$ cat src/rtl/timer_apb_slave_if.sv
// APB3 bus bundle between a CPU-side requester and the timer register block.
// The requester drives select/enable/address/data; the completer returns read data, ready and error.
interface timer_apb_slave_if #(
    parameter int ADDR_W = 8,
    parameter int DATA_W = 8
);
    logic              psel;
    logic              penable;
    logic              pwrite;
    logic [ADDR_W-1:0] paddr;
    logic [DATA_W-1:0] pwdata;
    logic [DATA_W-1:0] prdata;
    logic              pready;
    logic              pslverr;

    modport master (
        output psel, penable, pwrite, paddr, pwdata,
        input  prdata, pready, pslverr
    );

    modport slave (
        input  psel, penable, pwrite, paddr, pwdata,
        output prdata, pready, pslverr
    );
endinterface

$ cat src/rtl/timer_apb_slave.sv
// APB3 completer for the timer TDR/TCR/TSR registers; completes WAIT_CYCLES+1 cycles after SETUP.
// Backpressure via registered pready; dropping psel mid-transfer abandons it without a commit.
module timer_apb_slave #(
    parameter int WAIT_CYCLES = 0,
    parameter int ADDR_W      = 8,
    parameter int DATA_W      = 8
) (
    input  logic             pclk,
    input  logic             prst,
    timer_apb_slave_if.slave apb,
    input  logic             ovf_set,
    input  logic             udf_set,
    output logic [7:0]       tdr,
    output logic             tcr_load,
    output logic [1:0]       tcr_cks,
    output logic             tcr_dn,
    output logic             tcr_en,
    output logic             irq
);
    typedef enum logic [1:0] {
        ST_IDLE   = 2'd0,
        ST_SETUP  = 2'd1,
        ST_ACCESS = 2'd2
    } state_t;

    localparam logic [3:0]        WAIT_LD = 4'(WAIT_CYCLES);
    localparam logic [ADDR_W-1:0] A_TDR   = ADDR_W'(0);
    localparam logic [ADDR_W-1:0] A_TCR   = ADDR_W'(1);
    localparam logic [ADDR_W-1:0] A_TSR   = ADDR_W'(2);

    state_t            r_state, w_state_nxt;
    logic [3:0]        r_cnt, w_cnt_nxt;
    logic              r_pready, w_pready_nxt;
    logic              r_pslverr;
    logic [DATA_W-1:0] r_prdata;
    logic [ADDR_W-1:0] r_addr;
    logic              r_write;
    logic [7:0]        r_wdata;
    logic [7:0]        r_tdr;
    logic [7:0]        r_tcr;
    logic [1:0]        r_tsr;
    logic              w_capture;
    logic              w_commit;
    logic [ADDR_W-1:0] w_rsp_addr;
    logic              w_rsp_write;
    logic              w_rsp_err;
    logic [DATA_W-1:0] w_rd_dat;
    logic [1:0]        w_tsr_clr;

    always_ff @(posedge pclk) begin
        if (prst) r_state <= ST_IDLE;
        else      r_state <= w_state_nxt;
    end

    always_comb begin
        w_state_nxt  = r_state;
        w_cnt_nxt    = r_cnt;
        w_pready_nxt = 1'b0;
        w_capture    = 1'b0;
        w_commit     = 1'b0;
        case (r_state)
            ST_IDLE: begin
                if (apb.psel && !apb.penable) w_state_nxt = ST_SETUP;
            end
            ST_SETUP: begin
                if (!apb.psel) begin
                    w_state_nxt = ST_IDLE;
                end else begin
                    w_capture    = 1'b1;
                    w_cnt_nxt    = WAIT_LD;
                    w_pready_nxt = (WAIT_LD == 4'd0);
                    w_state_nxt  = ST_ACCESS;
                end
            end
            ST_ACCESS: begin
                if (!apb.psel) begin
                    w_state_nxt = ST_IDLE;
                    w_cnt_nxt   = 4'd0;
                end else if (r_pready && apb.penable) begin
                    w_commit    = r_write && (r_addr <= A_TSR);
                    w_state_nxt = ST_IDLE;
                end else if (r_cnt != 4'd0) begin
                    w_cnt_nxt    = r_cnt - 4'd1;
                    w_pready_nxt = (r_cnt == 4'd1);
                end else begin
                    w_pready_nxt = r_pready;
                end
            end
            default: w_state_nxt = ST_IDLE;
        endcase
    end

    // With zero wait states the response is formed on the capture edge, so use the live bus address.
    assign w_rsp_addr  = (r_state == ST_SETUP) ? apb.paddr : r_addr;
    assign w_rsp_write = (r_state == ST_SETUP) ? apb.pwrite : r_write;
    assign w_rsp_err   = (w_rsp_addr > A_TSR);

    always_comb begin
        w_rd_dat = '0;
        case (w_rsp_addr)
            A_TDR:   w_rd_dat = r_tdr;
            A_TCR:   w_rd_dat = r_tcr;
            A_TSR:   w_rd_dat = {6'b0, r_tsr};
            default: w_rd_dat = '0;
        endcase
    end

    assign w_tsr_clr = (w_commit && r_addr == A_TSR) ? r_wdata[1:0] : 2'b00;

    always_ff @(posedge pclk) begin
        if (prst) begin
            r_cnt     <= 4'd0;
            r_pready  <= 1'b0;
            r_pslverr <= 1'b0;
            r_prdata  <= '0;
            r_addr    <= '0;
            r_write   <= 1'b0;
            r_wdata   <= 8'h00;
            r_tdr     <= 8'h00;
            r_tcr     <= 8'h00;
            r_tsr     <= 2'b00;
        end else begin
            r_cnt     <= w_cnt_nxt;
            r_pready  <= w_pready_nxt;
            r_pslverr <= w_pready_nxt && w_rsp_err;
            r_prdata  <= (w_pready_nxt && !w_rsp_err && !w_rsp_write) ? w_rd_dat : '0;
            if (w_capture) begin
                r_addr  <= apb.paddr;
                r_write <= apb.pwrite;
                r_wdata <= apb.pwdata;
            end
            if (w_commit && r_addr == A_TDR) r_tdr <= r_wdata;
            if (w_commit && r_addr == A_TCR) r_tcr <= r_wdata & 8'hB3;
            // A same-cycle event pulse overrides the write-one-to-clear.
            r_tsr <= (r_tsr & ~w_tsr_clr) | {udf_set, ovf_set};
        end
    end

    assign apb.prdata  = r_prdata;
    assign apb.pready  = r_pready;
    assign apb.pslverr = r_pslverr;
    assign tdr         = r_tdr;
    assign tcr_load    = r_tcr[7];
    assign tcr_cks     = r_tcr[5:4];
    assign tcr_dn      = r_tcr[1];
    assign tcr_en      = r_tcr[0];
    assign irq         = r_tsr[0] | r_tsr[1];
endmodule
$ cat src/flat_wrapper.sv
// flat-port wrapper written by rule: the top's interface ports become plain ports
module timer_apb_slave_flat 
#(
    parameter int WAIT_CYCLES = 0,
    parameter int ADDR_W      = 8,
    parameter int DATA_W      = 8
)
  (pclk, prst, ovf_set, udf_set, tdr, tcr_load, tcr_cks, tcr_dn, tcr_en, irq, apb_psel, apb_penable, apb_pwrite, apb_paddr, apb_pwdata, apb_prdata, apb_pready, apb_pslverr);
  timer_apb_slave_if #(.ADDR_W(ADDR_W), .DATA_W(DATA_W)) apb_i ();
  input  logic pclk;
  input  logic prst;
  input  logic ovf_set;
  input  logic udf_set;
  output logic [7:0] tdr;
  output logic tcr_load;
  output logic [1:0] tcr_cks;
  output logic tcr_dn;
  output logic tcr_en;
  output logic irq;
  input wire logic [$bits(apb_i.psel)-1:0] apb_psel;
  input wire logic [$bits(apb_i.penable)-1:0] apb_penable;
  input wire logic [$bits(apb_i.pwrite)-1:0] apb_pwrite;
  input wire logic [$bits(apb_i.paddr)-1:0] apb_paddr;
  input wire logic [$bits(apb_i.pwdata)-1:0] apb_pwdata;
  output wire logic [$bits(apb_i.prdata)-1:0] apb_prdata;
  output wire logic [$bits(apb_i.pready)-1:0] apb_pready;
  output wire logic [$bits(apb_i.pslverr)-1:0] apb_pslverr;
  assign apb_i.psel = apb_psel;
  assign apb_i.penable = apb_penable;
  assign apb_i.pwrite = apb_pwrite;
  assign apb_i.paddr = apb_paddr;
  assign apb_i.pwdata = apb_pwdata;
  assign apb_prdata = apb_i.prdata;
  assign apb_pready = apb_i.pready;
  assign apb_pslverr = apb_i.pslverr;
  timer_apb_slave #(.WAIT_CYCLES(WAIT_CYCLES), .ADDR_W(ADDR_W), .DATA_W(DATA_W)) u_core (.pclk(pclk), .prst(prst), .apb(apb_i), .ovf_set(ovf_set), .udf_set(udf_set), .tdr(tdr), .tcr_load(tcr_load), .tcr_cks(tcr_cks), .tcr_dn(tcr_dn), .tcr_en(tcr_en), .irq(irq));
endmodule
$ cat config.mk
export PLATFORM = sky130hd
export DESIGN_NAME = timer_apb_slave_flat
export DESIGN_NICKNAME = d
export VERILOG_FILES = /design/src/rtl/timer_apb_slave_if.sv /design/src/rtl/timer_apb_slave.sv /design/src/flat_wrapper.sv
export SDC_FILE = /design/constraint.sdc
export NUM_CORES = 1
export LEC_CHECK = 0
export BUFFER_PORTS_ARGS = -buffer_cell sky130_fd_sc_hd__buf_2
export CORE_MARGIN = 5
export CORE_UTILIZATION = 45
export DETAILED_ROUTE_END_ITERATION = 16
export GPL_TIMING_DRIVEN = 0
export PLACE_DENSITY = 0.72
export SLEW_MARGIN = 20
export SYNTH_ARGS = -nofsm -noshare
export SYNTH_HDL_FRONTEND = slang
export SYNTH_SLANG_ARGS = --single-unit
$ cat constraint.sdc
create_clock -name pclk -period 2.23 [get_ports pclk]
set_clock_uncertainty 0.05 [all_clocks]
set_input_delay 0.1115 -clock pclk [delete_from_list [all_inputs] [get_ports pclk]]
set_output_delay 0.1115 -clock pclk [all_outputs]
set_load 0.02 [all_outputs]
# [Yosys cells after proc, flatten, opt, wreduce, memory -nomap -nowiden]
# Index checks and enable logic that the tools add are counted.
[op_classes] muxes=23 n_eq_ne=12 n_bitwise=5 order_cmp=2 reduce_logical=20 add_sub_neg=1
[ops] op="$pmux 8 s3" count=1
[ops] op="$eq 8x1->1 const B" count=2
[ops] op="$eq 8x2->1 const B" count=2
[ops] op="$logic_not 8->1" count=2
[ops] op="$mux 4" count=4
[ops] op="$mux 2" count=5
[ops] op="$logic_and 1x1->1" count=9
[ops] op="$mux 1" count=9
[ops] op="$gt 8x2->1 const B" count=1
[ops] op="$le 8x2->1 const B" count=1
[ops] op="$mux 8" count=1
[ops] op="$pmux 4 s2" count=1
[ops] op="$ne 3x2->1 const B" count=2
[ops] op="$pmux 2 s3" count=1
[ops] op="$eq 4x1->1 const B" count=1
[ops] op="$reduce_and 4->1" count=1
[ops] op="$reduce_bool 4->1" count=1
[ops] op="$sub 4x1->4 const B" count=1
[ops] op="$logic_not 1->1" count=3
[ops] op="$ne 3x3->1 const B" count=1
[ops] op="$and 2x2->2" count=1
[ops] op="$eq 2x1->1 const B" count=1
[ops] op="$eq 2x2->1 const B" count=1
[ops] op="$logic_not 2->1" count=1
[ops] op="10 further kinds" count=10
[word_totals] reg_bits=48 output_inout_bits=24

# [Longest topological paths before layout]
[depth] word_depth=10 mapped_depth=8 ltp_nobuf=6

# [Least setup slack after synthesis]
# OpenSTA, ideal clock, no wires.
[synth_path] path_kind="register -> register" from="reg u_core.r_state[1]" to="reg u_core.r_prdata[0], in the netlist u_core.apb.prdata[0]" path_stages_with_launch=8 path_slack_ps=357 setup_time_ps=132 arrival_time_ps=1691 path_cell_list="dfxtp_1 > inv_1 > ha_1 > buf_2 > mux2i_2 > mux2_2 > o211ai_1 > a211oi_1"
[synth_between] elab_chain_cells=8
[synth_rtl] element="from (decl)" line_no="timer_apb_slave.sv:31" source="state_t r_state, w_state_nxt;"
[synth_rtl] element="from (signal assigned)" line_no="timer_apb_slave.sv:52" source="else r_state <= w_state_nxt;"
[synth_rtl] element="$eq 2x1->1" line_no="timer_apb_slave.sv:61, timer_apb_slave.sv:94, timer_apb_slave.sv:95"
[synth_rtl] element="$mux 8" line_no="timer_apb_slave.sv:94" source="assign w_rsp_addr = (r_state == ST_SETUP) ? apb.paddr : r_addr;"
[synth_rtl] element="$gt 8x2->1" line_no="timer_apb_slave.sv:96" source="assign w_rsp_err = (w_rsp_addr > A_TSR);"
[synth_rtl] element="$logic_not 1->1" line_no="timer_apb_slave.sv:126" source="r_prdata <= (w_pready_nxt && !w_rsp_err && !w_rsp_write) ? w_rd_dat : '0;"
[synth_rtl] element="$logic_and 1x1->1 (2 in a row)" line_no="timer_apb_slave.sv:126"
[synth_rtl] element="$not 1->1 (no source line)"
[synth_rtl] element="$reduce_or 2->1 (no source line)"
[synth_rtl] element="to (signal assigned)" line_no="timer_apb_slave.sv:126"
[synth_rtl] element="to (decl)" line_no="timer_apb_slave.sv:35" source="logic [DATA_W-1:0] r_prdata;"
# Parallel ways exist; a longest one is shown, timed or not.
# A chain may end at the register's enable or synchronous reset.

# [Final worst setup path]
[layout_path] from="reg u_core.r_state[1]" to="reg u_core.r_prdata[3], in the netlist u_core.apb.prdata[3]"
# The elaborated chain is that of the path after synthesis.

==> metrics.cfg <==
[status]
status=completed

[worst_setup_path]
cp_slowest_stage_delay_ns=0.49
crit_family=simple AND/OR/NAND/NOR gates
required_ns=2.39
r2r_slack_ns=0.17
criticalPathCategory=reg -> reg
arrival_ns=2.22
r2r-start=u_core.r_state[1]
rr_worst_depth=7
critPathLaunchType=register
critPathMaxFanout=8
cpMaxStageDelayCell=or4b_4
cp-end-kind=register
worst-path-buf-inv=2
path_cells=inv_1 > ha_1 > or4b_4 > nor4_4 > buf_4 > o211ai_4 > nor4_1
reg2reg_to=u_core.apb.prdata[3]

[power_and_ir_drop]
total_power_mw=1.58
p_sw_uw=406
power_frac_seq_pct=56.3
power.share.switching_pct=25.7
power_density_nw_per_um2=596
power.share.clock_pct=31.3
p_int_mw=1.17
p_comb_share_pct=12.4
irDropWorstVdd_mv=0.325
leakage_nw=1.13

[sta]
final-setup-viol-count=0
hold_viol=0
period_minus_slack_ns=2.06
slew_violations=0
tns_ns=0
relSlewSlack_pct=58.4
rsz0062_at_grt=false
worst_pin_slew_ns=0.622
finalCritPeriodShare_pct=92.5
fmax_ghz=0.485

[drt]
drt_iter0_markers=104
viasPerCell=5.22
routedWlPerCell_um=13.9
drt_wl_total_um=4890
drtPass1Iterations=4
remaining_drc_errors=0
ant_nets=0
num_vias=1844

[layout]
nFillCells=444
regArea_um2=961
nets=328
drive_gt1_share_pct=24.4
multi_input_area_um2=1130
antennaDiodeCount=0
area_growth_syn_to_layout_pct=22.7

[floorplan]
coreArea_um2=4690
die-area_um2=6280
start_util_pct=46.0
die_h_um=79.3
rows=25
io_pins=47
die_x_um=79.3

[place]
routabilityCongestion=0.876
portBuffers=46
dp_hpwl_um=3660

[synthesis]
synth_area_um2=2160
synth_edf_count=0
syn_nets=265
ys.flop_type=dfxtp_1
synth_cell_type_count=46
synth_top_cell_area_share_pct=44.5
yosys_warnings=0
ys_ff_latch=48
async_reset_ff_share_pct=0
netlist_instances=236
yosys.area.top_type=dfxtp_1
synth-seq-area-share_pct=44.5
syn_area_per_cell_um2=9.15
synthTopCellsByArea=dfxtp_1 (44%), mux2i_1 (8.8%), nand2_1 (7.1%)

[grt]
track_usage_pct=16.4
grt_max_degree=15
grt_pass1_wl_um=8110
antenna_found_initial=0
overflow=0
grt_pass1_vias=1755

[clock_tree]
cts_tree=done
clkSinkCount=48
clock_latency_ns=0.29
clk_pin_slew_worst_paths_ns=0.09
cts_buffer_depth=2
cts-root-buf=clkbuf_8
cts_buffers=5
htree_levels=2

[worst_hold_path]
hold_depth=3
hp-class=in -> reg
min_from=apb_paddr[6]
min_to=u_core.r_addr[6]

[run]
maxCapViolations=0

## kinds of logic after synthesis
family                   synth area share [%]
AND/OR/NAND/NOR                          24.1
flip-flops                               44.5
AO/OA/AOI/OAI                            13.2
multiplexers                             11.0
buffers and inverters                    3.77
adder cells (fa/ha/maj)                  3.48
## Yosys cell counts (all sizes together), types with 2 or more instances
cell    number
nand4        2
or3b         2
a21oi       22
dfxtp       48
o211ai       5
inv          9
ha           6
clkbuf       7
nor2        18
buf          4
nor4b        3
or4          2
nand2       41
a211oi       2
o21ai        5
and3b        3
and2         3
a31oi        3
a311oi       2
and4         3
nand2b       3
mux2         3
nor4         6
mux2i       20
## cell type report
class,instances,area share [%]
Clock inverter,2,0.472
Sequential cell,48,36.3
Buffer,11,1.84
Multi-Input combinational cell,168,42.7
Timing Repair Buffer,56,12.3
Clock buffer,5,2.60
Inverter,9,1.27
Tap cell,54,2.55
## worst max-delay path by stage
stage,start,endpoint,slack (ns),cells after the start
final,u_core.r_state[1],u_core.apb.prdata[3],0.17,7
after global routing,u_core.r_state[1],u_core.apb.prdata[3],0.02,7
after CTS,u_core.r_state[1],u_core.apb.prdata[3],0.07,6
after detailed placement,u_core.r_state[1],u_core.apb.prdata[1],0.1,7
after global placement,u_core.r_state[1],u_core.apb.prdata[1],0.12,7
after floorplan,u_core.r_state[1],u_core.apb.prdata[0],0.36,7
## registers in the layout (all words and copies together), names as in the netlist
signal,flops
u_core.apb.prdata,8
u_core.apb.pready,1
u_core.apb.pslverr,1
u_core.r_addr,8
u_core.r_cnt,4
u_core.r_state,2
u_core.r_tcr,5
u_core.r_tsr,2
u_core.r_wdata,8
u_core.r_write,1
u_core.tdr,8
## layout by cell type, fill, tap and decap left out, drive strengths merged, types with 3 or more instances in the layout
master / instances
dlygate4sd3: 8
nor2: 18
and2: 3
clkbuf: 12
o211ai: 5
mux2: 3
nor4b: 3
buf: 52
nand2b: 3
ha: 6
a21oi: 22
nor4: 6
o21ai: 5
nand2: 41
inv: 9
dfxtp: 48
and3b: 3
a31oi: 3
mux2i: 20
and4: 3
## power groups by stage
stage	Clock [mW]	Sequential, mW	Combinational [mW]
final	0.493	0.889	0.196
after global routing	0.542	0.892	0.219
after CTS	0.507	0.889	0.189
after detailed placement	0	0.909	0.180
after global placement	0	0.908	0.178
after floorplan	0	0.905	0.124
## through the flow
stage / hold WS, ns / setup WS, ns / std cells / cell area, um2 / utilization, %
after floorplan: 0.197 / 0.357 / 236 / 2160 / -
after global placement: 0.304 / 0.120 / 336 / 2460 / 52.4
after detailed placement: 0.308 / 0.0964 / 336 / 2460 / 52.4
after CTS: 0.000150 / 0.0731 / 349 / 2600 / 55.4
after global routing: 0.00709 / 0.0150 / 353 / 2650 / 56.5
final: 0.0156 / 0.168 / 353 / 2650 / 56.5
## layer usage
metal / up-vias / track usage [%] / share of wire [%]
li1: 959 / - / -
met5: - / 0 / 0
met1: 826 / 22.0 / 48
met4: 0 / 7.22 / 2.2
met2: 49 / 25.0 / 44
met3: 10 / 3.74 / 5.2
## what timing repair did
action                     4_1_cts  5_1_grt
setup buffers                    0        2
hold endpoints to repair         6        2
resized for setup                0        4
hold buffers                     6        2
setup endpoints to repair        0        8
## worst register-to-register path: stages (launching register included)
cell and delay, ns:
dfxtp_1 0.33, inv_1 0.08, ha_1 0.20, or4b_4 0.49, nor4_4 0.21, buf_4 0.20, o211ai_4 0.14, nor4_1 0.28
Power figures use the tool's default switching activity.
